`config.mk`:
```
export PLATFORM = sky130hd
export DESIGN_NAME = tmr_core
export DESIGN_NICKNAME = d
export VERILOG_FILES = /design/src/rtl/tmr_core.sv
export SDC_FILE = /design/constraint.sdc
export NUM_CORES = 1
export LEC_CHECK = 0
export ABC_CLOCK_PERIOD_IN_PS = 4700
export CAP_MARGIN = 20
export CELL_PAD_IN_SITES_DETAIL_PLACEMENT = 1
export CELL_PAD_IN_SITES_GLOBAL_PLACEMENT = 1
export CORE_MARGIN = 2
export CORE_UTILIZATION = 35
export CTS_CLUSTER_DIAMETER = 120
export DETAILED_ROUTE_END_ITERATION = 16
export PLACE_DENSITY_LB_ADDON = 0.05
export SYNTH_ARGS = -nofsm -noshare
export SYNTH_HDL_FRONTEND = slang
export SYNTH_SLANG_ARGS = --single-unit
```
`constraint.sdc`:
```
create_clock -name clk -period 4.7 [get_ports clk]
set_input_delay 1.175 -clock clk [delete_from_list [all_inputs] [get_ports clk]]
set_output_delay 1.175 -clock clk [all_outputs]
set_load 0.005 [all_outputs]
```
`src/rtl/tmr_core.sv`:
```
// tmr_core: timer register file with prescaled 32-bit compare/overflow counter
package tmr_pkg;
    typedef enum logic [3:0] {
        TMR_NONE = 4'b0000,
        TMR_CR   = 4'b0001,
        TMR_SR   = 4'b0010,
        TMR_CNTR = 4'b0100,
        TMR_CMPR = 4'b1000
    } tmr_reg_t;
endpackage

module tmr_core import tmr_pkg::*; #(
    parameter int PSC_W = 8
) (
    input  logic        clk,
    input  logic        rst,
    input  tmr_reg_t    requested_reg,
    input  logic        we,
    input  logic [31:0] wdata,
    output logic [31:0] rdata,
    output logic        irq
);
    logic             en, ie, os, match, ovf;
    logic [PSC_W-1:0] psc, pre;
    logic [31:0]      cntr, cmpr, cr_val, sr_val;
    logic             cr_wr, sr_wr, cntr_wr, cmpr_wr, rd, tick, hit, wrap;

    always_comb begin
        cr_wr   = we && requested_reg == TMR_CR;
        sr_wr   = we && requested_reg == TMR_SR;
        cntr_wr = we && requested_reg == TMR_CNTR;
        cmpr_wr = we && requested_reg == TMR_CMPR;
        rd      = !we && requested_reg != TMR_NONE;
        tick    = en && pre == psc;
        // a software CNTR write discards the tick's match/overflow entirely
        hit     = tick && !cntr_wr && cntr == cmpr;
        wrap    = tick && !cntr_wr && cntr != cmpr && &cntr;
        cr_val  = (32'(psc) << 8) | {29'b0, os, ie, en};
        sr_val  = {30'b0, ovf, match};
    end

    always_ff @(posedge clk) begin
        if (rst) begin
            rdata <= '0;
            irq   <= 1'b0;
            en    <= 1'b0;
            ie    <= 1'b0;
            os    <= 1'b0;
            psc   <= '0;
            pre   <= '0;
            match <= 1'b0;
            ovf   <= 1'b0;
            cntr  <= '0;
            cmpr  <= '0;
        end else begin
            if (rd)
                rdata <= requested_reg == TMR_CR ? cr_val :
                         requested_reg == TMR_SR ? sr_val :
                         requested_reg == TMR_CNTR ? cntr : cmpr;
            irq   <= ie & (match | ovf);
            pre   <= (cr_wr || !en || tick) ? '0 : pre + PSC_W'(1);
            if (cr_wr) begin
                en  <= wdata[0];
                ie  <= wdata[1];
                os  <= wdata[2];
                psc <= wdata[8+:PSC_W];
            end else if (hit && os) begin
                en  <= 1'b0;
            end
            // hardware set beats a same-cycle W1C
            match <= hit | (match & !(sr_wr & wdata[0]));
            ovf   <= wrap | (ovf & !(sr_wr & wdata[1]));
            if (cntr_wr)
                cntr <= wdata;
            else if (cr_wr && wdata[3])
                cntr <= '0;
            else if (tick)
                cntr <= (hit || wrap) ? '0 : cntr + 32'd1;
            if (cmpr_wr)
                cmpr <= wdata;
        end
    end
endmodule

```
==> results of run 1 <==
## state kept, by name (all words and copies together), names as in the netlist
name	count
rdata	32
en	1
os	1
cmpr	32
pre	8
match	1
irq	1
ie	1
ovf	1
psc	8
cntr	32
## power breakdown
group | switching [mW] | leakage (nW) | internal (mW) | total [mW]
Clock | 0.472 | 0.296 | 0.909 | 1.38
Combinational | 0.127 | 1.24 | 0.107 | 0.235
Sequential | 0.0359 | 0.955 | 1.02 | 1.06
Total | 0.636 | 2.49 | 2.04 | 2.68
## per-layer routing
metal | track usage (%) | vias up
met4 | 8.68 | 0
met3 | 3.82 | 32
met5 | 0 | -
met2 | 40.4 | 113
li1 | - | 2772
met1 | 29.1 | 2851
## per-stage QoR
step	worst slack (ps)	hold WS (ps)	power, mW
floorplan	1520	443	1.21
detailed placement	671	471	1.31
global route	870	485	2.77
finish	1220	477	2.68
CTS	1090	478	2.70
global placement	820	459	1.31
## how the worst max path moves through the flow
stage	endpoint	slack, ps	depth (start not counted)
2_1_floorplan	cntr[27]$_SDFFE_PP0P_	1520	10
3_3_place_gp	cntr[2]$_SDFFE_PP0P_	820	7
3_5_place_dp	cntr[28]$_SDFFE_PP0P_	670	6
4_1_cts	cntr[2]$_SDFFE_PP0P_	1090	7
5_1_grt	cntr[28]$_SDFFE_PP0P_	870	7
6_report	cntr[23]$_SDFFE_PP0P_	1220	8
## critical path, stage by stage
cell	delay, ps
clkdlybuf4s50_1	680
nor3b_1	340
nand2_1	360
nand2_1	470
buf_4	280
nand2_1	150
o21ai_0	190
a211oi_1	100
## cell usage in the layout (no fill, tap or decap), types with 3 or more instances in the layout
cell type / n
a211oi_1: 12
a21o_1: 3
a21oi_1: 74
a221oi_1: 11
a222oi_1: 3
a22oi_1: 33
and2_1: 7
and3_1: 6
buf_4: 13
bufinv_16: 4
clkbuf_1: 3
clkbuf_16: 17
clkdlybuf4s50_1: 70
clkinv_2: 3
dfxtp_1: 118
inv_1: 7
mux2_2: 31
nand2_1: 129
nand3_1: 22
nand4_1: 18
nand4b_1: 4
nor2_1: 63
nor2b_1: 3
nor3_1: 21
nor3b_1: 3
nor4_1: 8
o211ai_1: 5
o21ai_0: 24
o31ai_1: 6
xnor2_1: 34
xor2_1: 12
## final cells by class
| type | instances | area, sq um | area share, % |
|---|---|---|---|
| clock buffers | 22 | 464 | 6.17 |
| clock inverters | 9 | 150 | 2.00 |
| inverters | 7 | 26.3 | 0.349 |
| multi-input cells | 567 | 3410 | 45.3 |
| flip-flops and latches | 118 | 2360 | 31.4 |
| well taps | 225 | 282 | 3.74 |
| repair buffers | 84 | 826 | 11.0 |
## cell families (layout without fill, tap and decap cells)
logic type	count (synthesis)	in the layout	share of synthesized area [%]
muxes	33	33	6.10
xor gates and xnor gates	46	46	6.66
DFF	118	118	39.0
buffers and inverters	71	122	4.96
AOI/OAI and AO/OA	185	185	19.5
adders and majority gates	2	2	0.413
and+or+nand+nor	301	301	23.3
==> summary.txt, run 1 <==
Outcome
  – Status: finished clean

Worst setup path
  – Worst setup EP type: flop
  – Register-to-register setup slack: 1620 ps
  – Reg-to-Reg Start: cntr[0]$_SDFFE_PP0P_
  – Worst Setup Start Kind: primary input
  – CP required: 4990 ps
  – Crit path DAT: 3770 ps
  – CP max FO: 14
  – R2R cell count: 8
  – Crit Path Class: primary input to flop
  – Crit path from: we
  – Reg-to-Reg End: cntr[9]$_SDFFE_PP0P_

Routing
  – First drt pass iteration count: 4
  – Max layer used: met4
  – Via count: 5768
  – Met1 WL: 9260 um
  – Met2 routed WL: 10100 um
  – Metal3 WL: 712 um
  – Final WL: 20600 um
  – Post-route ant nets: 0
  – First-iteration detailed-routing DRC count: 219
  – Via/cell ratio: 5.59
  – Wire per inst: 20.0 um
  – # DRC: 0

CTS
  – CTS root buf: clkbuf_16
  – Max clock buf depth: 2
  – Hold_buf cts: 0
  – H-Tree Depth: 4
  – Resized cells post-CTS: 0
  – Clk slew on worst S/H paths: 60 ps
  – CTS tree: done
  – Post-CTS Setup Bufs: 0
  – Sink Count: 118
  – Clock latency on the worst-skew pair: 420 ps
  – Number of CTS-inserted buffers: 17

Power
  – PwrDens: 356 nW/um^2
  – Maximum VDD drop: 245 uV
  – Leakage: 2.49 nW

Min path
  – Hold Path End: irq$_SDFF_PP0_
  – Cell count of the worst hold path: 1
  – Hold Crit Class: flop to flop
  – Hold Crit Start: ie$_SDFFE_PP0P_

Floorplanning
  – Die Y: 135 um
  – Die width: 135 um
  – Die area: 18400 sq um
  – Core ar.: 17100 sq um
  – Row cnt: 48
  – I/O pin cnt: 72
  – Initial Utilization: 35.4%

Logic synthesis
  – Count leader, synth: nand2_1
  – Yosys warns: 0
  – Top cells by area, synth: dfxtp_1, nand2_1, a21oi_1, mux2_2, xnor2_1
  – Post-Syn Area per Cell: 8.01 sq um
  – Post-Syn Instances: 756
  – Number of library cell types mapped by synthesis: 57
  – Top cells by count, synth: nand2_1, dfxtp_1, a21oi_1, nor2_1, clkbuf_1
  – Yosys reg bits: 118
  – Post-Syn Area: 6050 sq um
  – Synth async-reset ratio: 0%
  – Post-synth EDFFs: 0
  – Share of the yosys chip area belonging to registers: 39.0%
  – Net Count, Synth: 797
  – Synth Flop Type: dfxtp_1
  – Share of the synthesized area in the top cell type: 39.0%
  – Synth area leader: dfxtp_1

Finish
  – Final core utilization: 43.9%
  – Net count, final: 836
  – Layout cells sized above 1: 10.0%
  – Syn-to-layout area delta: 24.3%
  – Ant diodes: 0
  – Fillers: 2040
  – Post-route cell area: 7520 sq um
  – Fin cells: 1032

STA
  – RSZ-0062 raised after global routing: false
  – Slew Viols, Final: 0
  – Slew @ Worst Pin: 962 ps
  – Maximum clock rate: 287 MHz
  – Min Clock Period, post-route: 3480 ps
  – Skew final: 5.60 ps
  – Rel. slew slack: 35.9%
  – Tcrit/Tclk final: 74.1%
  – Setup_tns: 0 ps
  – Final Setup Violations: 0
  – Fin. Hold Viols: 0

Place
  – Placer Congestion: 0.828
  – DP HPWL: 14600 um
  – Dpl cells: 1000
  – Post-DP Area: 6880 sq um
  – Port bufs: 71

Global route
  – Antenna violations before repair: 0
  – First-pass GRT wire length: 33000 um
  – Vias in the first global route: 6093
  – Largest net degree at the start of global routing: 42
  – Gr usage total: 23.3%
  – GRT overflow: 0

Run
  – Max Cap Violations: 0
(Power assumes the default switching activity.)
==> run 2, diff against run 1 <==
--- a/config.mk
+++ b/config.mk
@@ -5,7 +5,7 @@
 export SDC_FILE = /design/constraint.sdc
 export NUM_CORES = 1
 export LEC_CHECK = 0
-export ABC_CLOCK_PERIOD_IN_PS = 4700
+export ABC_CLOCK_PERIOD_IN_PS = 2840
 export CAP_MARGIN = 20
 export CELL_PAD_IN_SITES_DETAIL_PLACEMENT = 1
 export CELL_PAD_IN_SITES_GLOBAL_PLACEMENT = 1
==> constraint.sdc (replaced) <==
create_clock -name clk -period 2.84 [get_ports clk]
set_input_delay 0.71 -clock clk [delete_from_list [all_inputs] [get_ports clk]]
set_output_delay 0.71 -clock clk [all_outputs]
set_load 0.005 [all_outputs]
==> run 2 against run 1 <==
Net effect:
- count of clock-buffer cells in the layout unchanged
- setup slack got worse by 1000 ps
- register-to-register slack got worse by 1400 ps
- die area unchanged
- power increased by 76%
- clock skew is essentially flat
- routed wire length up 6.5%
- utilization is 2.3 points higher
- via count rose by 2.6%
- global-route usage rose by 1.7 points
- critical endpoint is now cntr[5]$_SDFFE_PP0P_
==> summary.txt, run 2 (same netlist as run 1, synthesis figures left out) <==
Routing
  – Via/cell ratio: 5.52 (was 5.59)
  – Final WL: 21900 um (was 20600 um)
  – First-iteration detailed-routing DRC count: 352 (was 219)
  – Wire per inst: 20.5 um (was 20.0 um)
  – Via count: 5920 (was 5768)
  – # DRC: 0 (unchanged)
  – Post-route ant nets: 0 (unchanged)
  – First drt pass iteration count: 5 (was 4)

Finish
  – Ant diodes: 0 (unchanged)
  – Syn-to-layout area delta: 30.8% (was 24.3%)
  – Layout cells sized above 1: 14.7% (was 10.0%)
  – Largest regs: cmpr (32), cntr (32), rdata (32) (unchanged)
  – Fillers: 2050 (was 2040)
  – Commonest non-fill, non-tap cell in the layout: nand2_1 (unchanged)
  – Most frequent cells in the layout: nand2_1, dfxtp_1, a21oi_1 (unchanged)
  – Post-route cell area: 7920 sq um (was 7520 sq um)
  – Fin cells: 1073 (was 1032)
  – Net count, final: 877 (was 836)

Worst setup path
  – Register-to-register setup slack: 190 ps (was 1620 ps)
  – CP required: 3130 ps (was 4990 ps)
  – Crit Path Class: flop to flop (was primary input to flop)
  – Worst setup EP type: flop (unchanged)
  – CP max FO: 6 (was 14)
  – Crit path DAT: 2940 ps (was 3770 ps)
  – Worst Setup Start Kind: flop (was primary input)

CTS
  – Clock latency on the worst-skew pair: 420 ps (about the same)
  – H-Tree Depth: 4 (unchanged)
  – CTS tree: done (unchanged)
  – Resized cells post-CTS: 0 (unchanged)
  – Max clock buf depth: 2 (unchanged)
  – Number of CTS-inserted buffers: 17 (unchanged)
  – Post-CTS Setup Bufs: 0 (unchanged)
  – Hold_buf cts: 0 (unchanged)
  – Clk slew on worst S/H paths: 50 ps (was 60 ps)
  – Sink Count: 118 (unchanged)
  – CTS root buf: clkbuf_16 (unchanged)

Floorplanning
  – Die width: 135 um (unchanged)
  – I/O pin cnt: 72 (unchanged)
  – Core ar.: 17100 sq um (unchanged)
  – Die Y: 135 um (unchanged)
  – Row cnt: 48 (unchanged)
  – Die area: 18400 sq um (unchanged)
  – Initial Utilization: 35.4% (unchanged)

STA
  – Slew @ Worst Pin: 810 ps (was 962 ps)
  – Rel. slew slack: 45.5% (was 35.9%)
  – Maximum clock rate: 377 MHz
  – Tcrit/Tclk final: 93.3%
  – Fin. Hold Viols: 0 (unchanged)
  – Slew Viols, Final: 0 (unchanged)
  – Skew final: 5.88 ps (was 5.60 ps)
  – Final Setup Violations: 0 (unchanged)
  – Setup_tns: 0 ps (unchanged)
  – Min Clock Period, post-route: 2650 ps

Outcome
  – Status: finished clean (unchanged)

Global route
  – GRT overflow: 0 (unchanged)
  – Vias in the first global route: 6153 (was 6093)
  – M2 GR Usage: 43.8% (was 40.4%)
  – Met1 usage: 31.2% (was 29.1%)
  – Antenna violations before repair: 0 (unchanged)
  – Largest net degree at the start of global routing: 36 (was 42)
  – GRT busiest layer: met2 (unchanged)
  – GR Util met3: 4.26% (was 3.82%)
  – First-pass GRT wire length: 35000 um (was 33000 um)
  – Gr usage total: 25.0% (was 23.3%)

Power
  – Leakage: 2.74 nW (was 2.49 nW)
  – Maximum VDD drop: 429 uV (was 245 uV)
  – Power consumption: 4.70 mW (was 2.68 mW)
  – PwrDens: 594 nW/um^2 (was 356 nW/um^2)

Place
  – Dpl cells: 1042 (was 1000)
  – Placer Congestion: 0.903 (was 0.828)
  – Port bufs: 71 (unchanged)
  – Post-DP Area: 7230 sq um (was 6880 sq um)
  – DP HPWL: 15500 um (was 14600 um)

Run
  – Max Cap Violations: 0 (unchanged)

Min path
  – Hold Crit Class: flop to flop (unchanged)
-- run 2: changes by cell type in the layout (fill, tap and decap cells not counted) --
cell and change:
buf_4 +39, nor3_1 -1, clkinvlp_4 -2, buf_12 +3, clkbuf_1 -2, clkbuf_8 +2
bufinv_16 +2, buf_16 -1, nor3_2 +1
-- run 2: area by class of cell --
| class | count | area [sq um] | area share [%] |
|---|---|---|---|
| Clock buffer | 22 | 484 | 6.12 |
| Clock inverter | 9 | 195 | 2.47 |
| Inverter | 7 | 26.3 | 0.332 |
| Multi-Input combinational cell | 567 | 3410 | 43.1 |
| Sequential cell | 118 | 2360 | 29.8 |
| Tap cell | 225 | 282 | 3.56 |
| Timing Repair Buffer | 125 | 1150 | 14.5 |
-- run 2: path summary, 6_finish.rpt --
kind | from | to | cells after the start
max | cntr[1]$_SDFFE_PP0P_ | cntr[5]$_SDFFE_PP0P_ | 9
min | ie$_SDFFE_PP0P_ | irq$_SDFF_PP0_ | 1
max reg2reg | cntr[1]$_SDFFE_PP0P_ | cntr[5]$_SDFFE_PP0P_ | 9
min reg2reg | ie$_SDFFE_PP0P_ | irq$_SDFF_PP0_ | 1
-- run 2: metal layers --
| metal | wire, um | vias to the layer above |
|---|---|---|
| li1 | - | 2861 |
| met1 | 9590 | 2919 |
| met2 | 11100 | 110 |
| met4 | 429 | 0 |
| met5 | 0 | - |
| met3 | 793 | 30 |
-- run 2: critical path, stage by stage, from the launching register on --
cell      delay, ps
dfxtp_1         430
ha_1            230
nand3_1         180
nor3_2          240
nand2_1         150
or4_1           530
and3_4          230
buf_4           160
a222oi_1        310
nor2_1           70
-- run 2: through the flow --
stage	worst slack, ps	utilization, %	hold WS [ps]
4_1_cts	203	46.2	470
6_report	189	46.2	465
3_5_place_dp	-89.6	42.2	463
2_1_floorplan	124	-	443
5_1_grt	-27.8	46.2	492
3_3_place_gp	-23.9	42.2	457
-- run 2: report_power, final --
group	leakage, nW	switching (mW)	internal [mW]
Clock	0.336	0.785	1.73
Sequential	0.955	0.0550	1.70
Combinational	1.45	0.230	0.208
